## src/rtl/rf_access_ctrl_if.sv

```systemverilog
// Command/response handshake plus register-file bus between the execute unit,
// the access controller and the 16 x 4-bit register file.
interface rf_access_ctrl_if;
  logic       cmd_valid;
  logic       cmd_ready;
  logic [2:0] cmd_op;
  logic [3:0] cmd_reg;
  logic [7:0] cmd_data;
  logic       rsp_valid;
  logic       rsp_ready;
  logic [7:0] rsp_data;
  logic       rsp_carry;
  logic       rsp_zero;
  logic       rsp_err;
  logic [3:0] rf_addr;
  logic [3:0] rf_data_in;
  logic       rf_write_enable;
  logic       rf_select;
  logic [3:0] rf_data_out;

  modport slave (
    input  cmd_valid, cmd_op, cmd_reg, cmd_data, rsp_ready, rf_data_out,
    output cmd_ready, rsp_valid, rsp_data, rsp_carry, rsp_zero, rsp_err,
           rf_addr, rf_data_in, rf_write_enable, rf_select
  );

  modport master (
    output cmd_valid, cmd_op, cmd_reg, cmd_data, rsp_ready, rf_data_out,
    input  cmd_ready, rsp_valid, rsp_data, rsp_carry, rsp_zero, rsp_err,
           rf_addr, rf_data_in, rf_write_enable, rf_select
  );
endinterface

```

## src/rtl/rf_access_ctrl.sv

```systemverilog
// Expands one register-level command into single-port register file accesses.
// Optional write read-back check: define RF_WRITE_VERIFY_EN.
//
// state  | meaning
// IDLE   | waiting for a command, cmd_ready high
// RA0    | first read address (reg, or even reg of a pair)
// RA1    | odd read address of a pair, capture even nibble
// RC1    | capture cycle for the last read
// WA0    | first write (reg, or even reg of a pair)
// WA1    | odd write of a pair
// VA     | read-back address after a write (verify build only)
// VC     | read-back capture and compare (verify build only)
// RESP   | response held until rsp_ready
module rf_access_ctrl #(
  parameter int NUM_REGS = 16,
  parameter int RD_LAT   = 1
) (
  input  logic              clock,
  input  logic              reset,
  rf_access_ctrl_if.slave   bus
);

  if (NUM_REGS != 16 || RD_LAT != 1) begin : g_param_check
    $error("rf_access_ctrl supports only NUM_REGS=16 and RD_LAT=1");
  end

  localparam logic [2:0] OP_RD  = 3'd0;
  localparam logic [2:0] OP_WR  = 3'd1;
  localparam logic [2:0] OP_RDP = 3'd2;
  localparam logic [2:0] OP_WRP = 3'd3;
  localparam logic [2:0] OP_INC = 3'd4;
  localparam logic [2:0] OP_XCH = 3'd5;

  typedef enum logic [3:0] {
    S_IDLE, S_RA0, S_RA1, S_RC1, S_WA0, S_WA1, S_RESP
`ifdef RF_WRITE_VERIFY_EN
    , S_VA, S_VC
`endif
  } state_t;

  state_t     state, state_nxt;
  logic [2:0] op_q;
  logic [3:0] reg_q;
  logic [7:0] data_q;
  logic [3:0] even_q;
  logic [3:0] cap_q;

  logic       accept;
  logic [3:0] inc_val;
  logic [3:0] even_addr;
  logic [3:0] odd_addr;
  logic [3:0] wr0_addr;
  logic [3:0] wr0_nib;

  assign bus.cmd_ready = (state == S_IDLE);
  assign bus.rsp_valid = (state == S_RESP);
  assign accept        = bus.cmd_valid && (state == S_IDLE);

  assign inc_val   = cap_q + 4'h1;
  assign even_addr = {reg_q[3:1], 1'b0};
  assign odd_addr  = {reg_q[3:1], 1'b1};
  assign wr0_addr  = (op_q == OP_WRP) ? even_addr : reg_q;
  assign wr0_nib   = (op_q == OP_WRP) ? data_q[7:4] :
                     (op_q == OP_INC) ? inc_val : data_q[3:0];

`ifdef RF_WRITE_VERIFY_EN
  logic       err_q;
  logic       wsel_q;
  logic [3:0] vfy_nib;

  assign vfy_nib     = wsel_q ? data_q[3:0] : wr0_nib;
  assign bus.rsp_err = (state == S_RESP) && err_q;

  always_ff @(posedge clock or posedge reset) begin
    if (reset) begin
      err_q  <= 1'b0;
      wsel_q <= 1'b0;
    end else begin
      if (accept) begin
        err_q  <= 1'b0;
        wsel_q <= 1'b0;
      end
      if (state == S_WA1) wsel_q <= 1'b1;
      if (state == S_VC && bus.rf_data_out != vfy_nib) err_q <= 1'b1;
    end
  end
`else
  assign bus.rsp_err = 1'b0;
`endif

  always_ff @(posedge clock or posedge reset) begin
    if (reset) begin
      state  <= S_IDLE;
      op_q   <= 3'd0;
      reg_q  <= 4'd0;
      data_q <= 8'd0;
      even_q <= 4'd0;
      cap_q  <= 4'd0;
    end else begin
      state <= state_nxt;
      if (accept) begin
        op_q   <= bus.cmd_op;
        reg_q  <= bus.cmd_reg;
        data_q <= bus.cmd_data;
      end
      if (state == S_RA1) even_q <= bus.rf_data_out;
      if (state == S_RC1) cap_q  <= bus.rf_data_out;
    end
  end

  always_comb begin
    state_nxt           = state;
    bus.rf_addr         = 4'd0;
    bus.rf_data_in      = 4'd0;
    bus.rf_write_enable = 1'b0;
    bus.rf_select       = 1'b0;
    case (state)
      S_IDLE: begin
        if (bus.cmd_valid) begin
          case (bus.cmd_op)
            OP_RD, OP_RDP, OP_INC, OP_XCH: state_nxt = S_RA0;
            OP_WR, OP_WRP:                 state_nxt = S_WA0;
            default:                       state_nxt = S_RESP;
          endcase
        end
      end
      S_RA0: begin
        bus.rf_select = 1'b1;
        bus.rf_addr   = (op_q == OP_RDP) ? even_addr : reg_q;
        state_nxt     = (op_q == OP_RDP) ? S_RA1 : S_RC1;
      end
      S_RA1: begin
        bus.rf_select = 1'b1;
        bus.rf_addr   = odd_addr;
        state_nxt     = S_RC1;
      end
      S_RC1: begin
        bus.rf_select = 1'b1;
        state_nxt     = (op_q == OP_INC || op_q == OP_XCH) ? S_WA0 : S_RESP;
      end
      S_WA0: begin
        bus.rf_write_enable = 1'b1;
        bus.rf_addr         = wr0_addr;
        bus.rf_data_in      = wr0_nib;
`ifdef RF_WRITE_VERIFY_EN
        state_nxt           = S_VA;
`else
        state_nxt           = (op_q == OP_WRP) ? S_WA1 : S_RESP;
`endif
      end
      S_WA1: begin
        bus.rf_write_enable = 1'b1;
        bus.rf_addr         = odd_addr;
        bus.rf_data_in      = data_q[3:0];
`ifdef RF_WRITE_VERIFY_EN
        state_nxt           = S_VA;
`else
        state_nxt           = S_RESP;
`endif
      end
`ifdef RF_WRITE_VERIFY_EN
      S_VA: begin
        bus.rf_select = 1'b1;
        bus.rf_addr   = wsel_q ? odd_addr : wr0_addr;
        state_nxt     = S_VC;
      end
      S_VC: begin
        bus.rf_select = 1'b1;
        state_nxt     = (op_q == OP_WRP && !wsel_q) ? S_WA1 : S_RESP;
      end
`endif
      S_RESP: begin
        if (bus.rsp_ready) state_nxt = S_IDLE;
      end
      default: state_nxt = S_IDLE;
    endcase
  end

  // Response fields are derived from held registers, so they stay stable in RESP.
  always_comb begin
    bus.rsp_data  = 8'd0;
    bus.rsp_carry = 1'b0;
    bus.rsp_zero  = 1'b0;
    if (state == S_RESP) begin
      case (op_q)
        OP_RD, OP_XCH: bus.rsp_data = {4'h0, cap_q};
        OP_RDP:        bus.rsp_data = {even_q, cap_q};
        OP_INC: begin
          bus.rsp_data  = {4'h0, inc_val};
          bus.rsp_carry = (cap_q == 4'hF);
          bus.rsp_zero  = (inc_val == 4'h0);
        end
        default:       bus.rsp_data = 8'd0;
      endcase
    end
  end

endmodule

```

## src/flat_wrapper.sv

```systemverilog
// flat-port wrapper written by rule: the top's interface ports become plain ports
module rf_access_ctrl_flat 
#(
  parameter int NUM_REGS = 16,
  parameter int RD_LAT   = 1
)
  (clock, reset, bus_cmd_valid, bus_cmd_op, bus_cmd_reg, bus_cmd_data, bus_rsp_ready, bus_rf_data_out, bus_cmd_ready, bus_rsp_valid, bus_rsp_data, bus_rsp_carry, bus_rsp_zero, bus_rsp_err, bus_rf_addr, bus_rf_data_in, bus_rf_write_enable, bus_rf_select);
  rf_access_ctrl_if bus_i ();
  input  logic clock;
  input  logic reset;
  input wire logic [$bits(bus_i.cmd_valid)-1:0] bus_cmd_valid;
  input wire logic [$bits(bus_i.cmd_op)-1:0] bus_cmd_op;
  input wire logic [$bits(bus_i.cmd_reg)-1:0] bus_cmd_reg;
  input wire logic [$bits(bus_i.cmd_data)-1:0] bus_cmd_data;
  input wire logic [$bits(bus_i.rsp_ready)-1:0] bus_rsp_ready;
  input wire logic [$bits(bus_i.rf_data_out)-1:0] bus_rf_data_out;
  output wire logic [$bits(bus_i.cmd_ready)-1:0] bus_cmd_ready;
  output wire logic [$bits(bus_i.rsp_valid)-1:0] bus_rsp_valid;
  output wire logic [$bits(bus_i.rsp_data)-1:0] bus_rsp_data;
  output wire logic [$bits(bus_i.rsp_carry)-1:0] bus_rsp_carry;
  output wire logic [$bits(bus_i.rsp_zero)-1:0] bus_rsp_zero;
  output wire logic [$bits(bus_i.rsp_err)-1:0] bus_rsp_err;
  output wire logic [$bits(bus_i.rf_addr)-1:0] bus_rf_addr;
  output wire logic [$bits(bus_i.rf_data_in)-1:0] bus_rf_data_in;
  output wire logic [$bits(bus_i.rf_write_enable)-1:0] bus_rf_write_enable;
  output wire logic [$bits(bus_i.rf_select)-1:0] bus_rf_select;
  assign bus_i.cmd_valid = bus_cmd_valid;
  assign bus_i.cmd_op = bus_cmd_op;
  assign bus_i.cmd_reg = bus_cmd_reg;
  assign bus_i.cmd_data = bus_cmd_data;
  assign bus_i.rsp_ready = bus_rsp_ready;
  assign bus_i.rf_data_out = bus_rf_data_out;
  assign bus_cmd_ready = bus_i.cmd_ready;
  assign bus_rsp_valid = bus_i.rsp_valid;
  assign bus_rsp_data = bus_i.rsp_data;
  assign bus_rsp_carry = bus_i.rsp_carry;
  assign bus_rsp_zero = bus_i.rsp_zero;
  assign bus_rsp_err = bus_i.rsp_err;
  assign bus_rf_addr = bus_i.rf_addr;
  assign bus_rf_data_in = bus_i.rf_data_in;
  assign bus_rf_write_enable = bus_i.rf_write_enable;
  assign bus_rf_select = bus_i.rf_select;
  rf_access_ctrl #(.NUM_REGS(NUM_REGS), .RD_LAT(RD_LAT)) u_core (.clock(clock), .reset(reset), .bus(bus_i));
endmodule
```

## config.mk

```make
export PLATFORM = sky130hd
export DESIGN_NAME = rf_access_ctrl_flat
export DESIGN_NICKNAME = d
export VERILOG_FILES = /design/src/rtl/rf_access_ctrl_if.sv /design/src/rtl/rf_access_ctrl.sv /design/src/flat_wrapper.sv
export SDC_FILE = /design/constraint.sdc
export NUM_CORES = 1
export LEC_CHECK = 0
export CORE_UTILIZATION = 51
export CTS_CLUSTER_SIZE = 14
export DETAILED_ROUTE_END_ITERATION = 10
export PLACE_DENSITY = 0.82
export SLEW_MARGIN = 30
export SYNTH_ARGS = -nofsm -noshare
export SYNTH_HDL_FRONTEND = slang
export SYNTH_SLANG_ARGS = --single-unit
```

## constraint.sdc

```tcl
create_clock -name clock -period 2.5 [get_ports clock]
set_clock_uncertainty 0.15 [all_clocks]
set_input_delay 0.375 -clock clock [delete_from_list [all_inputs] [get_ports clock]]
set_output_delay 0.375 -clock clock [all_outputs]
set_load 0.05 [all_outputs]
```

# --- Word-level counts from Yosys, hierarchy flattened ---
# Index checks and enable logic that the tools add are counted.
word_totals:
  regBits: 27
  output_inout_bits: 23
classes:
  n_reduce_logical: 13
  add_sub_neg: 1
  n_eq_ne: 18
  muxes: 21
ops:
  columns: ["cell", "n"]
  rows:
  - ["4-bit case mux with 7 select lines", 1]
  - ["8-bit case mux with 3 select lines", 1]
  - ["4-bit two-way mux", 4]
  - ["3-bit by 2-bit == test with 1-bit output (second input constant)", 4]
  - ["3-bit == test (second input constant)", 4]
  - ["4-bit by 3-bit == test with 1-bit output (second input constant)", 3]
  - ["4-bit case mux with 3 select lines", 1]
  - ["1-bit two-way mux", 9]
  - ["4-bit by 2-bit == test with 1-bit output (second input constant)", 2]
  - ["4-bit logical NOT", 2]
  - ["8-bit two-way mux", 1]
  - ["4-bit case mux with 2 select lines", 1]
  - ["2-bit OR reduction", 4]
  - ["3-bit logical NOT", 2]
  - ["3-bit case mux with 2 select lines", 1]
  - ["4-bit by 1-bit adder with 4-bit output (second input constant)", 1]
  - ["4-bit by 1-bit == test with 1-bit output (second input constant)", 1]
  - ["4-bit == test (second input constant)", 1]
  - ["2-bit two-way mux", 2]
  - ["2-bit inequality test (second input constant)", 2]
  - ["4-bit OR reduction", 1]
  - ["3-bit by 1-bit == test with 1-bit output (second input constant)", 1]
  - ["3-bit OR reduction", 1]
  - ["2-bit AND reduction", 1]
  - ["other kinds (2)", 2]

# --- Logic depth before layout (Yosys ltp) ---
# Gate-level depths: netlist of the first run.
logic_depth:
  ltp_word: 5
  ltp_mapped: 5
  depth_no_buf: 4

# --- Worst setup path before layout of the first run ---
# OpenSTA, ideal clock, no wires.
synth_path:
  kind: "register -> output"
  from: "register u_core.state[1]"
  to: "output bus_rf_data_in[3]"
  path_slack_ns: -0.582
  stages_incl_launch_ff: 5
  t_arrival_ns: 2.557
  required_ns: 1.975
  cell_sequence: "dfrtp_1 -> buf_2 -> nor2b_1 -> o311ai_0 -> o22ai_1"
synth_via:
  elab_chain_len: 2
synth_lines:
  columns: ["item", "line", "rtl"]
  rows:
  - ["start: declaration", "rf_access_ctrl.sv:41", "state_t state, state_nxt;"]
  - ["start signal: assignment", "rf_access_ctrl.sv:100", "state <= state_nxt;"]
  - ["4-bit by 3-bit == test with 1-bit output", "rf_access_ctrl.sv:117", "case (state)"]
  - ["4-bit case mux with 2 select lines (*)", "rf_access_ctrl.sv:117", null]
  - ["end: declaration", "flat_wrapper.sv:24", "output wire logic [$bits(bus_i.rf_data_in)-1:0] bus_rf_data_in;"]
# Mark *: on every way between the ends. The rest lies on a longest branch, timed or not.

# --- Final worst setup path of the first run ---
layout_path:
  from: "register u_core.op_q[2]"
  to: "output bus_rsp_data[3]"
layout_via:
  elab_chain_len: 4
layout_lines:
  columns: ["item", "line", "rtl"]
  rows:
  - ["start: declaration", "rf_access_ctrl.sv:42", "logic [2:0] op_q;"]
  - ["start signal: assignment", "rf_access_ctrl.sv:102", "op_q <= bus.cmd_op;"]
  - ["3-bit == test or 3-bit logical NOT (tied branches)", "rf_access_ctrl.sv:185", "case (op_q)"]
  - ["2-bit OR reduction", "rf_access_ctrl.sv:185", null]
  - ["8-bit case mux with 3 select lines (*)", "rf_access_ctrl.sv:185", null]
  - ["8-bit two-way mux (*)", "rf_access_ctrl.sv:184", "if (state == S_RESP) begin"]
  - ["end: declaration", "flat_wrapper.sv:19", "output wire logic [$bits(bus_i.rsp_data)-1:0] bus_rsp_data;"]
# Marked as above.

==> results.py, run 1 <==
metrics = {
    "clock_tree": {
        "cts_num_sinks": 26,
        "clkLatencyLatePin_ps": 320,
        "clockBufferDepth": 2,
        "cts_buffers": 3,
        "cts_hold_buf": 0,
        "htreeDepth": 1,
        "cts_tree": "yes",
        "path_clk_slew_ps": 140,
        "root_buffer": "clkbuf_4",
    },
    "worst_setup_path": {
        "worstPathBufferInverterCount": 2,
        "cp_cell_sequence": "buf_4 -> nor2_1 -> o21ai_0 -> a221oi_2 -> buf_12",
        "worst_ep_required_time_ps": 1980,
        "cpPeakStageDelay_ps": 500,
        "cp_max_fo": 13,
        "arrival_ps": 1940,
        "critical_path_class": "flop to output pin",
        "worst_path_max_delay_cell": "dfrtp_2",
        "r2r_start": "u_core.state[1]",
        "worst_setup_path_start_kind": "flop",
        "cp-end-kind": "output pin",
        "critPathTopFamily": "compound AO/OA/AOI/OAI gates",
        "cp-startpoint": "u_core.op_q[2]",
    },
    "detailed_routing": {
        "postRouteAntennaNets": 0,
        "routed_wl_um": 3820,
        "viasPerCell": 6.11,
        "num_vias": 1435,
        "drcViolationCount": 3,
        "drt-initial-drc-count": 33,
        "wl_per_cell_um": 16.2,
        "first_pass_iters": 7,
    },
    "yosys": {
        "synth_area_leaders": "dfrtp_1 41%, mux2_2 17%, and2_1 4.8%, nand2_1 2.4%, o21ai_0 2.2%",
        "yosys.area.top_type": "dfrtp_1",
        "synth-edff-count": 0,
        "avgSynthCellArea_um2": 10.1,
        "synth_common_cells": "26 x dfrtp_1, 23 x mux2_2, 12 x and2_1",
        "yosysSeqAreaShare": 0.415,
        "yosysWarnings": 0,
        "synth_cell_types": 41,
        "syn_inst": 155,
        "syn_nets": 179,
        "synth_area_um2": 1570,
        "synth_ff_type": "dfrtp_1",
        "yosysMostFrequentCell": "dfrtp_1",
        "ys_seq_elements": 26,
        "synthArstFlopShare": 1.00,
        "synth_top_area_frac": 0.415,
    },
    "power": {
        "powerDensity_nw_per_um2": 1340,
        "switching_share": 0.463,
        "internal-power_w": 0.00166,
        "ir_worst_vdd_v": 0.00120,
        "p_total_w": 0.00309,
        "clkPwrFrac": 0.058,
        "switching_power_w": 0.00143,
        "p_seq_frac": 0.301,
        "share_comb_of_total_power": 0.641,
        "p_leak_nw": 0.942,
    },
    "grt": {
        "grt_overflow_total": 0,
        "met1_usage": 0.314,
        "grt_pass1_wl_um": 5930,
        "use_met2": 0.387,
        "grt_usage": 0.232,
        "grt_max_degree": 27,
        "top_usage_layer": "met2",
        "grt_antenna_before_repair": 0,
        "first_global_vias": 1314,
        "use_met3": 0.0227,
    },
    "timing": {
        "tns_ps": 0,
        "worst_slack_ps": 38.4,
        "fmax_ghz": 0.406,
        "drv_slew": 0,
        "fin_crit_sh": 0.985,
        "finalSetupViolCount": 0,
        "rsz0062_at_grt": "true",
        "period_needed_ps": 2460,
        "fin_hold_ws_ps": 247,
        "hold_viol": 0,
    },
    "floorplan": {
        "initial_core_util": 0.555,
        "rows": 19,
        "io_pins": 46,
        "die_w_um": 57.5,
        "dieArea_um2": 3300,
        "die_h_um": 57.5,
        "core_area_um2": 2830,
    },
    "layout": {
        "final_area_um2": 2300,
        "fill_cells": 172,
        "nNetsFinal": 230,
        "drive_above_1_share": 0.363,
        "antenna-diode-count": 0,
        "syn2layout_area_growth_pct": 46.4,
    },
    "outcome": {
        "outcome": "finished with violations",
        "violations": "design-rule violations",
    },
    "placed_design": {
        "hpwlAfterDp_um": 2860,
        "placed_cell_area_um2": 2200,
        "place_congestion": 0.853,
        "place_worst_setup_slack_ps": 296,
        "port_buffers": 44,
    },
    "job": {
        "cap_violations": 0,
    },
    "min_path": {
        "min_path_type": "primary input to async pin",
    },
}
## worst paths after layout
path,end,slack (ps),depth (start not counted)
min in group clock,u_core.even_q[2],360,1
min,u_core.data_q[7],250,3
min reg2reg,u_core.even_q[2],360,1
max reg2reg,u_core.op_q[0],640,4
max,bus_rsp_data[3],40,5
max in group asynchronous,u_core.state[2],1690,3
## logic make-up after synthesis
logic type | count (synthesis) | synth area share
and+or+nand+nor | 53 | 0.201
AOI/OAI and AO/OA | 30 | 0.128
DFF | 26 | 0.415
muxes | 25 | 0.178
buffers and inverters | 16 | 0.0510
xor gates and xnor gates | 3 | 0.0167
adders and majority gates | 1 | 0.00797
other | 1 | 0.00239
## power by group through the flow
stage / clock network (W) / logic (W) / registers [W]
floorplan: 0 / 0.00134 / 0.000765
global placement: 0 / 0.00181 / 0.000900
detailed placement: 0 / 0.00185 / 0.000927
CTS: 0.000179 / 0.00188 / 0.000921
global route: 0.000194 / 0.00208 / 0.000961
finish: 0.000179 / 0.00198 / 0.000931
## cells in the final DEF, fill, tap and decap left out, types with 5 or more instances in the layout
cell and n:
clkdlybuf4s50_1 22, and2_1 12, nor2_1 5, dfrtp_1 21
buf_12 17, inv_1 7, mux2_2 23, dfrtp_2 5
o21ai_0 6, buf_4 15, nand2_1 10
## layer usage
| layer | routed length (µm) | share of wire | up-vias |
|---|---|---|---|
| li1 | - | - | 651 |
| met1 | 1590 | 0.42 | 711 |
| met2 | 1920 | 0.50 | 64 |
| met3 | 225 | 0.059 | 9 |
| met4 | 77 | 0.020 | 0 |
| met5 | 0 | 0 | - |
## tightest hold or removal path, stage by stage
cell,delay (ps)
clkdlybuf4s50_1,400
inv_1,50
buf_4,310
## area by class of cell
type	instances	area, µm²	area share
multi-input combinational	113	871	0.379
timing repair buffer	55	682	0.297
sequential	26	657	0.286
tap	31	38.8	0.0169
inverter	7	26.3	0.0114
clock buffer	3	22.5	0.00980
## through the flow
stage | utilization | instances
6_report | 0.812 | 235
3_3_place_gp | 0.778 | 224
4_1_cts | 0.793 | 229
3_5_place_dp | 0.778 | 224
5_1_grt | 0.812 | 235
2_1_floorplan | - | 155
## flip-flops by register name (all words and copies together), names as in the netlist
name / flops
u_core.cap_q: 4
u_core.data_q: 8
u_core.even_q: 4
u_core.op_q: 3
u_core.reg_q: 4
u_core.state: 3
## repair_timing
action,in CTS,in global routing
hold endpoints to repair,0,0
cloned,0,0
setup endpoints to repair,9,10
gates resized for setup,5,5
buffers inserted,2,6
Power figures use the tool's default switching activity.
==> inputs of run 2 (changes only) <==
--- a/config.mk
+++ b/config.mk
@@ -5,10 +5,12 @@
 export SDC_FILE = /design/constraint.sdc
 export NUM_CORES = 1
 export LEC_CHECK = 0
-export CORE_UTILIZATION = 51
+export CORE_UTILIZATION = 53
+export CTS_BUF_LIST = sky130_fd_sc_hd__clkbuf_8
 export CTS_CLUSTER_SIZE = 14
 export DETAILED_ROUTE_END_ITERATION = 10
-export PLACE_DENSITY = 0.82
+export PLACE_DENSITY = 0.85
+export REMOVE_ABC_BUFFERS = 1
 export SLEW_MARGIN = 30
 export SYNTH_ARGS = -nofsm -noshare
 export SYNTH_HDL_FRONTEND = slang
==> run 2 against run 1 <==
Against the previous run:
- combinational power down 8%
- non-clock buffer count down 4
- critical path depth down 1
- hold slack better by 36 ps
- register-to-register slack worse by 60 ps
- first-iteration DRC count up 120%
- highest routed layer unchanged
- final area down 0.44%
- maximum frequency up 0.12%
- power up 1.0%
- the flow now finishes without violations
- sequential share of layout area up 0.070 points
- critical endpoint is now bus_rf_data_in[3]
==> results.py, run 2 (synthesis gave the netlist of run 1 again) <==
metrics = {
    "grt": {
        "met1_usage": 0.369,
        "grt_overflow_total": 0,
        "grt_antenna_before_repair": 0,
        "grt_usage": 0.264,
        "use_met2": 0.413,
        "use_met3": 0.0369,
        "top_usage_layer": "met2",
        "grt_max_degree": 27,
        "first_global_vias": 1327,
        "grt_pass1_wl_um": 6510,
    },
    "worst_setup_path": {
        "rr_endpoint": "u_core.data_q[3]",
        "worstPathBufferInverterCount": 1,
        "cp_cell_sequence": "nand3b_1 -> o311ai_0 -> o22ai_1 -> buf_12",
        "critical_path_class": "flop to output pin",
        "cp-end-kind": "output pin",
        "r2r_start": "u_core.state[1]",
        "worst_ep_required_time_ps": 1980,
        "ff2ff_setup_slack_ps": 580,
        "cp_max_fo": 14,
        "rr_worst_depth": 4,
        "cpPeakStageDelay_ps": 500,
        "worst_setup_path_start_kind": "flop",
        "worst_path_max_delay_cell": "dfrtp_2",
        "arrival_ps": 1930,
        "critPathTopFamily": "compound AO/OA/AOI/OAI gates",
    },
    "layout": {
        "syn2layout_area_growth_pct": 45.8,
        "layout_commonest_cell": "mux2_2",
        "final_area_um2": 2290,
        "mostFrequentLayoutCells": "23 x mux2_2, 22 x clkdlybuf4s50_1, 22 x dfrtp_1",
        "largest-register": "u_core.data_q",
        "nNetsFinal": 226,
        "antenna-diode-count": 0,
        "drive_above_1_share": 0.333,
        "largest_reg_flops": 8,
    },
    "floorplan": {
        "initial_core_util": 0.564,
        "core_area_um2": 2780,
        "io_pins": 46,
        "die_h_um": 56.4,
        "rows": 19,
        "dieArea_um2": 3180,
        "die_w_um": 56.4,
    },
    "placed_design": {
        "placed_cell_area_um2": 2170,
        "hpwlAfterDp_um": 2710,
        "port_buffers": 44,
        "place_congestion": 0.887,
    },
    "timing": {
        "finalSetupViolCount": 0,
        "fin_crit_sh": 0.983,
        "rsz0062_at_grt": "true",
        "period_needed_ps": 2460,
        "hold_viol": 0,
        "tightest_slew_ps": 498,
        "fmax_ghz": 0.407,
        "drv_slew": 0,
        "slew_headroom": 0.667,
    },
    "detailed_routing": {
        "first_pass_iters": 4,
        "num_vias": 1368,
        "drcViolationCount": 0,
        "viasPerCell": 5.90,
        "drt-initial-drc-count": 71,
        "wl_per_cell_um": 17.5,
        "postRouteAntennaNets": 0,
        "routed_wl_um": 4060,
    },
    "job": {
        "cap_violations": 0,
    },
    "power": {
        "share_comb_of_total_power": 0.584,
        "switching_power_w": 0.00143,
        "p_leak_nw": 0.952,
        "switching_share": 0.457,
        "internal-power_w": 0.00170,
        "ir_worst_vdd_v": 0.00149,
        "p_total_w": 0.00312,
        "powerDensity_nw_per_um2": 1360,
        "clkPwrFrac": 0.115,
        "p_seq_frac": 0.301,
    },
    "clock_tree": {
        "clkLatencyLatePin_ps": 280,
        "htreeDepth": 1,
        "cts_tree": "yes",
        "cts_hold_buf": 0,
        "clockBufferDepth": 2,
        "path_clk_slew_ps": 100,
        "cts_num_sinks": 26,
        "cts_buffers": 3,
        "root_buffer": "clkbuf_8",
    },
    "outcome": {
        "outcome": "finished clean",
    },
    "min_path": {
        "min_path_type": "primary input to async pin",
    },
}
## run 2: worst reg2reg max path: stages, from the launching register on
cell and delay (ps):
dfrtp_1 530, nor3_2 280, and2_1 340, buf_12 180
mux2_2 330
## run 2: power by group through the flow
stage               Sequential (W)  Combinational (W)  Clock, W
detailed placement        0.000917            0.00173         0
global placement          0.000898            0.00170         0
finish                    0.000938            0.00182  0.000360
floorplan                 0.000835            0.00119         0
global route              0.000973            0.00192  0.000375
CTS                       0.000920            0.00177  0.000362
## run 2: repair_timing
action	CTS	global route
buffers inserted	2	0
setup endpoints to repair	3	13
pin swaps	0	0
resized for setup	2	9
## run 2: routing by layer
metal | vias to the layer above | part of all wire
li1 | 645 | -
met1 | 660 | 0.43
met2 | 53 | 0.50
met3 | 10 | 0.046
met4 | 0 | 0.023
met5 | - | 0
## run 2: worst max path at each step
stage | startpoint | to | slack, ps | cells past startpoint
final | u_core.op_q[2] | bus_rf_data_in[3] | 40 | 4
after global routing | u_core.op_q[2] | bus_rf_data_in[3] | -60 | 4
after CTS | u_core.state[0] | bus_cmd_ready | 4 | 2
after detailed placement | u_core.state[0] | bus_rf_select | 330 | 3
after global placement | u_core.state[0] | bus_rf_select | 360 | 3
after floorplan | u_core.state[2] | bus_rf_data_in[3] | -630 | 3
## run 2: area by class of cell
class / count / area [µm²]
multi-input combinational: 113 / 863
sequential: 26 / 656
timing repair buffer: 51 / 632
fill: 166 / 494
clock buffer: 3 / 41.3
tap: 31 / 38.8
clock inverter: 1 / 30.0
inverter: 7 / 26.3
## run 2: per-stage QoR
step / std cells / utilization / TNS [ps] / setup WS [ps] / hold slack [ps]
after floorplan: 146 / - / -1830 / -627 / 265
after global placement: 226 / 0.780 / 0 / 364 / 331
after detailed placement: 226 / 0.780 / 0 / 327 / 337
after CTS: 232 / 0.811 / 0 / 4.48 / 304
after global routing: 232 / 0.822 / -94.3 / -64.1 / 338
final: 232 / 0.822 / 0 / 41.4 / 283
